## config.mk

```make
export PLATFORM = sky130hd
export DESIGN_NAME = xilinx_status_led_ctrl
export DESIGN_NICKNAME = d
export VERILOG_FILES = /design/src/rtl/xilinx_status_led_pkg.sv /design/src/rtl/xilinx_sync_2ff.sv /design/src/rtl/xilinx_status_led_ctrl.sv
export SDC_FILE = /design/constraint.sdc
export NUM_CORES = 1
export LEC_CHECK = 0
export ABC_AREA = 1
export BUFFER_PORTS_ARGS = -buffer_cell sky130_fd_sc_hd__buf_2
export CORE_ASPECT_RATIO = 0.6
export CORE_MARGIN = 5
export CORE_UTILIZATION = 55
export DETAILED_ROUTE_END_ITERATION = 12
export GPL_ROUTABILITY_DRIVEN = 0
export PLACE_DENSITY = 0.84
export SYNTH_ARGS = -nofsm -noshare
export SYNTH_HDL_FRONTEND = slang
export SYNTH_SLANG_ARGS = --single-unit
```

## constraint.sdc

```tcl
create_clock -name clk_i -period 1.85 [get_ports clk_i]
set_input_delay 0.555 -clock clk_i [delete_from_list [all_inputs] [get_ports clk_i]]
set_output_delay 0.555 -clock clk_i [all_outputs]
set_load 0.02 [all_outputs]
```

## src/rtl/xilinx_status_led_pkg.sv

```systemverilog
// Shared types and constants for the status LED controller.
package xilinx_status_led_pkg;

    typedef enum logic [1:0] {
        OFF       = 2'b00,
        ON        = 2'b01,
        HEARTBEAT = 2'b10,
        STATUS    = 2'b11
    } led_mode_e;

    typedef enum logic [2:0] {
        RUN      = 3'd0,
        PASS     = 3'd1,
        FAIL_ON  = 3'd2,
        FAIL_OFF = 3'd3,
        FAIL_GAP = 3'd4
    } status_state_e;

    localparam int unsigned FAIL_GAP_TICKS = 4;

endpackage

```

## src/rtl/xilinx_sync_2ff.sv

```systemverilog
// Two-flop synchroniser for a single asynchronous level signal.
module xilinx_sync_2ff #(
    parameter logic RESET_VALUE = 1'b0
) (
    input  logic clk_i,
    input  logic rst_ni,
    input  logic d_i,
    output logic q_o
);

    logic meta_q;
    logic sync_q;

    always_ff @(posedge clk_i or negedge rst_ni) begin
        if (!rst_ni) begin
            meta_q <= RESET_VALUE;
            sync_q <= RESET_VALUE;
        end else begin
            meta_q <= d_i;
            sync_q <= meta_q;
        end
    end

    assign q_o = sync_q;

endmodule

```

## src/rtl/xilinx_status_led_ctrl.sv

```systemverilog
// Status LED controller: heartbeat, per-channel mode select and a
// pass/fail blink code derived from a captured program exit value.
module xilinx_status_led_ctrl #(
    parameter int unsigned NUM_LEDS     = 4,
    parameter int unsigned PRESCALE_W   = 24,
    parameter int unsigned HB_TICKS     = 8,
    parameter int unsigned EXIT_VALUE_W = 32
) (
    input  logic                    clk_i,
    input  logic                    rst_ni,
    input  logic [2*NUM_LEDS-1:0]   led_mode_i,
    input  logic                    exit_valid_i,
    input  logic [EXIT_VALUE_W-1:0] exit_value_i,
    output logic [NUM_LEDS-1:0]     led_o,
    output logic                    exit_captured_o,
    output logic [EXIT_VALUE_W-1:0] exit_value_o
);

    import xilinx_status_led_pkg::*;

    localparam logic [7:0] HbLast  = 8'(HB_TICKS - 1);
    localparam logic [2:0] GapLast = 3'(FAIL_GAP_TICKS - 1);

    // Prescaler and heartbeat
    logic [PRESCALE_W-1:0] presc_q;
    logic                  tick;
    logic [7:0]            hb_cnt_q;
    logic                  hb_q;

    assign tick = &presc_q;

    always_ff @(posedge clk_i or negedge rst_ni) begin
        if (!rst_ni) begin
            presc_q  <= '0;
            hb_cnt_q <= '0;
            hb_q     <= 1'b0;
        end else begin
            presc_q <= presc_q + PRESCALE_W'(1);
            if (tick) begin
                if (hb_cnt_q == HbLast) begin
                    hb_cnt_q <= '0;
                    hb_q     <= ~hb_q;
                end else begin
                    hb_cnt_q <= hb_cnt_q + 8'd1;
                end
            end
        end
    end

    // Exit capture
    logic                    exit_sync;
    logic                    exit_prev_q;
    logic                    exit_rise;
    logic                    captured_q;
    logic [EXIT_VALUE_W-1:0] value_q;

    xilinx_sync_2ff #(
        .RESET_VALUE (1'b0)
    ) u_exit_sync (
        .clk_i  (clk_i),
        .rst_ni (rst_ni),
        .d_i    (exit_valid_i),
        .q_o    (exit_sync)
    );

    assign exit_rise = exit_sync & ~exit_prev_q;

    always_ff @(posedge clk_i or negedge rst_ni) begin
        if (!rst_ni) begin
            exit_prev_q <= 1'b0;
            captured_q  <= 1'b0;
            value_q     <= '0;
        end else begin
            exit_prev_q <= exit_sync;
            if (exit_rise && !captured_q) begin
                captured_q <= 1'b1;
                value_q    <= exit_value_i;
            end
        end
    end

    assign exit_captured_o = captured_q;
    assign exit_value_o    = value_q;

    // Status FSM
    status_state_e state_q, state_d;
    logic [4:0]    pulse_cnt_q, pulse_cnt_d;
    logic [2:0]    gap_cnt_q, gap_cnt_d;
    logic [4:0]    blink_n;
    logic          status_led;

    // A zero low nibble on a non-zero value means the longest code, 16 pulses.
    assign blink_n = (value_q[3:0] == 4'd0) ? 5'd16 : {1'b0, value_q[3:0]};

    always_comb begin
        state_d     = state_q;
        pulse_cnt_d = pulse_cnt_q;
        gap_cnt_d   = gap_cnt_q;
        case (state_q)
            RUN: begin
                if (captured_q) begin
                    state_d = (value_q == '0) ? PASS : FAIL_ON;
                end
            end
            PASS: state_d = PASS;
            FAIL_ON: begin
                if (tick) begin
                    state_d     = FAIL_OFF;
                    pulse_cnt_d = pulse_cnt_q + 5'd1;
                end
            end
            FAIL_OFF: begin
                if (tick) begin
                    state_d = (pulse_cnt_q < blink_n) ? FAIL_ON : FAIL_GAP;
                end
            end
            FAIL_GAP: begin
                if (tick) begin
                    if (gap_cnt_q == GapLast) begin
                        state_d     = FAIL_ON;
                        gap_cnt_d   = '0;
                        pulse_cnt_d = '0;
                    end else begin
                        gap_cnt_d = gap_cnt_q + 3'd1;
                    end
                end
            end
            default: state_d = RUN;
        endcase
    end

    always_ff @(posedge clk_i or negedge rst_ni) begin
        if (!rst_ni) begin
            state_q     <= RUN;
            pulse_cnt_q <= '0;
            gap_cnt_q   <= '0;
        end else begin
            state_q     <= state_d;
            pulse_cnt_q <= pulse_cnt_d;
            gap_cnt_q   <= gap_cnt_d;
        end
    end

    always_comb begin
        case (state_q)
            RUN:           status_led = hb_q;
            PASS, FAIL_ON: status_led = 1'b1;
            default:       status_led = 1'b0;
        endcase
    end

    // LED output registers
    logic [NUM_LEDS-1:0] led_d;
    logic [NUM_LEDS-1:0] led_q;

    always_comb begin
        led_d = '0;
        for (int n = 0; n < int'(NUM_LEDS); n++) begin
            case (led_mode_e'(led_mode_i[2*n +: 2]))
                OFF:       led_d[n] = 1'b0;
                ON:        led_d[n] = 1'b1;
                HEARTBEAT: led_d[n] = hb_q;
                STATUS:    led_d[n] = status_led;
                default:   led_d[n] = 1'b0;
            endcase
        end
    end

    always_ff @(posedge clk_i or negedge rst_ni) begin
        if (!rst_ni) begin
            led_q <= '0;
        end else begin
            led_q <= led_d;
        end
    end

    assign led_o = led_q;

endmodule

```

## After elaboration in Yosys (flattened, before gate mapping)

Index checks and enable logic that the tools add are counted.

- Input port bits: 43
- Flip-flop bits (word level): 84
- Output and inout port bits: 37

- Equality and inequality tests: 23
- Order comparisons: 1
- Bitwise gates (word level): 3
- Add/sub/neg operators: 4
- Reductions and logical operators: 16
- Mux-type cells: 20

Operators with widths:

| cell | count |
|---|---|
| $reduce_and A25 Y1 | 2 |
| $logic_not A32 Y1 | 1 |
| $add A24 B1 Y24 const B | 1 |
| $reduce_and A24 Y1 | 1 |
| $mux W3 | 7 |
| $mux W5 | 4 |
| $eq A2 B2 Y1 const B | 8 |
| $pmux W1 S4 | 4 |
| $pmux W3 S5 | 1 |
| $ne A2 B2 Y1 const B | 5 |
| $pmux W5 S2 | 1 |
| $eq A3 B2 Y1 const B | 3 |
| $add A8 B1 Y8 const B | 1 |
| $eq A2 B1 Y1 const B | 4 |
| $eq A8 B3 Y1 const B | 1 |
| $logic_not A2 Y1 | 4 |
| $mux W8 | 1 |
| $add A5 B1 Y5 const B | 1 |
| $lt A5 B5 Y1 | 1 |
| $reduce_and A5 Y1 | 1 |
| $logic_not A4 Y1 | 1 |
| $reduce_and A4 Y1 | 1 |
| $add A3 B1 Y3 const B | 1 |
| $eq A3 B1 Y1 const B | 1 |
| 10 further kinds | 11 |

## Depth between registers and ports, before layout

- Depth in word-level cells: 6
- Depth in mapped cells: 12
- Mapped depth without buffers: 12

## Cells and area by module

A second synthesis with hierarchy kept.

- Cell total of the unflattened synthesis: 417
- Area, all modules: 3,950.0 um^2

Modules (own cells, without submodules):

| module | seq. area each (um^2) | cells each | area an instance (um^2) | instances |
|---|---|---|---|---|
| xilinx_status_led_ctrl | 2,052.0 | 415 | 3,900.0 | 1 |
| xilinx_sync_2ff | 50.0 | 2 | 50.0 | 1 |

## Least setup slack after synthesis

No wires, ideal clock.

- Kind: reg2reg
- Start: register presc_q[0]
- End: register hb_q
- Stages on the path, launching flop included: 10
- Required time: 1.724 ns
- Period minus slack after synthesis: 1.533 ns
- Arrival time: 1.407 ns
- Slack: 0.317 ns
- Cells stage by stage: dfrtp_1 > ha_1 > nand2_2 > nor2_4 > nand2_4 > nor2_8 > nand2_4 > clkinv_2 > nand2_2 > xnor2_2

- Word-level cells in the longest chain between the ends: 1

RTL lines:

| element | RTL line | source |
|---|---|---|
| start, declared | xilinx_status_led_ctrl.sv:25 | `logic [PRESCALE_W-1:0] presc_q;` |
| start signal, assigned | xilinx_status_led_ctrl.sv:38 | `presc_q <= presc_q + PRESCALE_W'(1);` |
| $reduce_and A25 Y1 (no line) | - |  |
| end signal, assigned | xilinx_status_led_ctrl.sv:42 | `hb_q <= ~hb_q;` |
| end, declared | xilinx_status_led_ctrl.sv:28 | `logic hb_q;` |

No other way between the ends.
A chain may end at the register's enable or synchronous reset.

## Worst setup path in the final report

Same ends and word-level chain as after synthesis.

==> flow_summary_export.csv <==
group,metric,value,unit
run_status,run_status,"completed",
critical_path,worst-path-max-fanout,17,
sta,post-route-min-period,1709,ps
clock_tree,clock_path_buffers,2,
clock_tree,postcts_resize_cnt,0,
cells_and_area,total_inserted_antenna_cells,0,
global_routing,wire_length_of_the_first_global_routing_pass,14370,µm
floorplan,core_area,7147,µm²
floorplan,rows,24,
sta,timing.final.crit_share,92.35,%
route,drt_drc_violations_left,0,
critical_path,cp_cell_sequence,"ha_2 -> nand2_2 -> nor2_4 -> nand2_4 -> nor2_8 -> nand2_8 -> inv_4 -> nand2_2 -> xnor2_2",
critical_path,cp_data_arrival_time,1930,ps
global_routing,groute.usage.overall,20.76,%
hold_path,worstHoldPathType,"in2async",
route,routed_wire_length,8758,µm
route,detail_route.vias_per_cell,5.141,
sta,rsz0062_at_grt,"false",
sta,report.final.setup_viol,0,
clock_tree,cts_tree,"built",
synth,synthesis.yosys.warnings,0,
cells_and_area,final_layout_size_suffix_gt1_share,28.63,%
synth,synth_area_leader_cell,"sky130_fd_sc_hd__dfrtp_1",
sta,worst_pin_slew,429.2,ps
synth,yosys-top-cells-area,"sky130_fd_sc_hd__dfrtp_1, sky130_fd_sc_hd__nand2_1, sky130_fd_sc_hd__mux2_2",
global_routing,grt_max_degree,32,
floorplan,start_util,55.65,%
synth,synth_top_cell_area_share,52.85,%
critical_path,crit_required,2070,ps
flow_run,drv_cap,0,
cells_and_area,num-fill-cells,525,
route,first_pass_iteration_count_of_the_detailed_router,5,
clock_tree,clkLatencyLatePin,340,ps
clock_tree,cts_htree_levels,3,
floorplan,top_level_ports,80,
pwr,vdd_drop_max,0.001113,V
route,wl_per_cell,14.57,µm
synth,post_synth_num_cell_types,28,
route,via_count,3090,
synth,mappedNetlistNets,466,
critical_path,critPathLaunchType,"flip-flop",
critical_path,critPathMaxStageDelay,410,ps
route,drt.antenna.violating_nets,0,
synth,postSynthRegisterBits,84,
global_routing,grt-ovfl-total,0,
clock_tree,root_cell_of_the_clock_tree,"sky130_fd_sc_hd__clkbuf_16",
critical_path,path_delay_family,"simple AND/OR/NAND/NOR gates",
clock_tree,cts_buffers,9,
cells_and_area,final_core_util,68.03,%
clock_tree,postCtsSetupRepairBufs,0,
critical_path,end_kind,"flip-flop",
cells_and_area,area_growth_synth_to_finish,22.24,%
sta,worst_slew_margin_rel,71.17,%
global_routing,antenna_found_initial,0,
floorplan,dieArea,9088,µm²
synth,syn_area_per_cell,9.584,µm²
clock_tree,ctsHoldBuffers,0,
floorplan,die_w,119.8,µm
global_routing,first_global_vias,3004,
pwr,finalPower,5.662,mW
synth,synthesis.area,3978,µm²
critical_path,criticalPathCategory,"reg2reg",
sta,final_number_of_max_transition_violations,0,
synth,post_synth_inst_count,415,
sta,fmax,585.3,MHz
synth,synth.yosys.seq_area_share,52.85,%
clock_tree,cts_num_sinks,84,
sta,hold_viol_final,0,
placed_design,count_of_buffers_from_port_buffering,79,
placed_design,post-dp-hpwl,6406,µm
pwr,cellLeakagePower,2.503,nW
critical_path,timing.critical_path.buf_inv,1,
route,violation_count_after_the_first_detailed_routing_iteration,201,
critical_path,cell_repeated_most_along_the_worst_path,"sky130_fd_sc_hd__nand2_2",
pwr,power_density,1165,nW/µm²
sta,final.setup_skew,5.467,ps
floorplan,die_height,75.87,µm
critical_path,worst-r2r-setup-slack,140,ps
sta,setup_tns,0,ps
clock_tree,cts.reportedPaths.clkPinSlew,60,ps
critical_path,timing.critical_path.slowest_stage_cell,"sky130_fd_sc_hd__dfrtp_2",
cells_and_area,fin_nets,556,
## cell usage in the layout, fill, tap and decap left out, drive strengths merged
cell type / synthesis / routed
nand2: 104 / 104
dfrtp: 84 / 84
buf: 5 / 84
nor2: 55 / 55
inv: 40 / 41
mux2: 29 / 29
xor2: 20 / 20
nand3: 16 / 16
xnor2: 11 / 11
clkbuf: 0 / 11
a21oi: 10 / 10
o21ai: 10 / 10
nor3: 9 / 9
ha: 8 / 8
a31oi: 6 / 6
nand4: 4 / 4
o31ai: 2 / 2
bufinv: 0 / 2
clkinv: 1 / 2
nand3b: 1 / 1
clkinvlp: 0 / 1
## kinds of logic (layout without fill, tap and decap cells)
group                      after synthesis  count (layout)  share of synthesized area [%]
AOI/OAI and AO/OA                       28              28                          3.932
xor gates and xnor gates                31              31                          7.015
adders and majority gates                8               8                          2.517
buffers and inverters                   46             141                          4.687
DFF                                     84              84                          52.85
muxes                                   29              29                          8.210
and+or+nand+nor                        189             189                          20.79
## report_power, final
group | total [mW] | switching [mW] | internal [mW] | leakage (nW)
combinational | 1.37 | 0.846 | 0.524 | 1.29
sequential | 2.34 | 0.215 | 2.12 | 1.06
clock | 1.96 | 0.732 | 1.22 | 0.156
## synth_stat cells, drive strengths merged
| master | number |
|---|---|
| xnor2 | 11 |
| inv | 40 |
| nand4 | 4 |
| o21ai | 10 |
| o31ai | 2 |
| a21oi | 10 |
| clkinv | 1 |
| nand3 | 16 |
| dfrtp | 84 |
| nand2 | 104 |
| nand3b | 1 |
| mux2 | 29 |
| ha | 8 |
| xor2 | 20 |
| nor2 | 55 |
| buf | 5 |
| a31oi | 6 |
| nor3 | 9 |
## layout make-up
| cell class | instances | area [µm²] | share of cell area (%) |
|---|---|---|---|
| clock buffer | 11 | 242.7 | 4.992 |
| timing repair buffer | 84 | 460.4 | 9.470 |
| sequential | 84 | 2103 | 43.26 |
| tap | 91 | 113.9 | 2.342 |
| clock inverter | 5 | 85.08 | 1.750 |
| multi-input combinational | 285 | 1700 | 34.97 |
| inverter | 41 | 156.4 | 3.217 |
## stage by stage
stage | std cells | hold slack [ps] | setup WS, ps | area, µm²
2_1_floorplan | 415 | 259.4 | 316.9 | 3978
3_3_place_gp | 585 | 335.2 | 187.3 | 4521
3_5_place_dp | 585 | 334.7 | 67.32 | 4521
4_1_cts | 601 | 147.0 | 39.22 | 4848
5_1_grt | 601 | 158.5 | 16.75 | 4862
6_report | 601 | 137.9 | 141.5 | 4862
## worst paths after layout
path / start / end / cells past startpoint
worst min-delay path: rst_ni / exit_value_o[19]$_DFFE_PN0P_ / 1
worst min register to register: u_exit_sync.meta_q$_DFF_PN0_ / u_exit_sync.q_o$_DFF_PN0_ / 0
min in group clk_i: exit_valid_i / u_exit_sync.meta_q$_DFF_PN0_ / 1
max in group asynchronous: rst_ni / exit_value_o[1]$_DFFE_PN0P_ / 2
worst max register to register: presc_q[0]$_DFF_PN0_ / hb_q$_DFFE_PN0P_ / 9
worst max-delay path: presc_q[0]$_DFF_PN0_ / hb_q$_DFFE_PN0P_ / 9
## layer usage
metal  track usage (%)  routed length (µm)  vias up
met5                 0                   0        -
met4             5.964                 102        0
met3             10.01                 917       10
met2             30.31                3766      125
met1             27.87                3972     1448
li1                  -                   -     1507
## flip-flops by register name, summed over array words and instances, names as in the netlist
signal,count
exit_prev_q,1
led_o,4
exit_value_o,32
exit_captured_o,1
pulse_cnt_q,5
hb_cnt_q,8
gap_cnt_q,3
hb_q,1
u_exit_sync.q_o,1
state_q,3
u_exit_sync.meta_q,1
presc_q,24
Note: power is estimated with default switching activity, not from simulation.
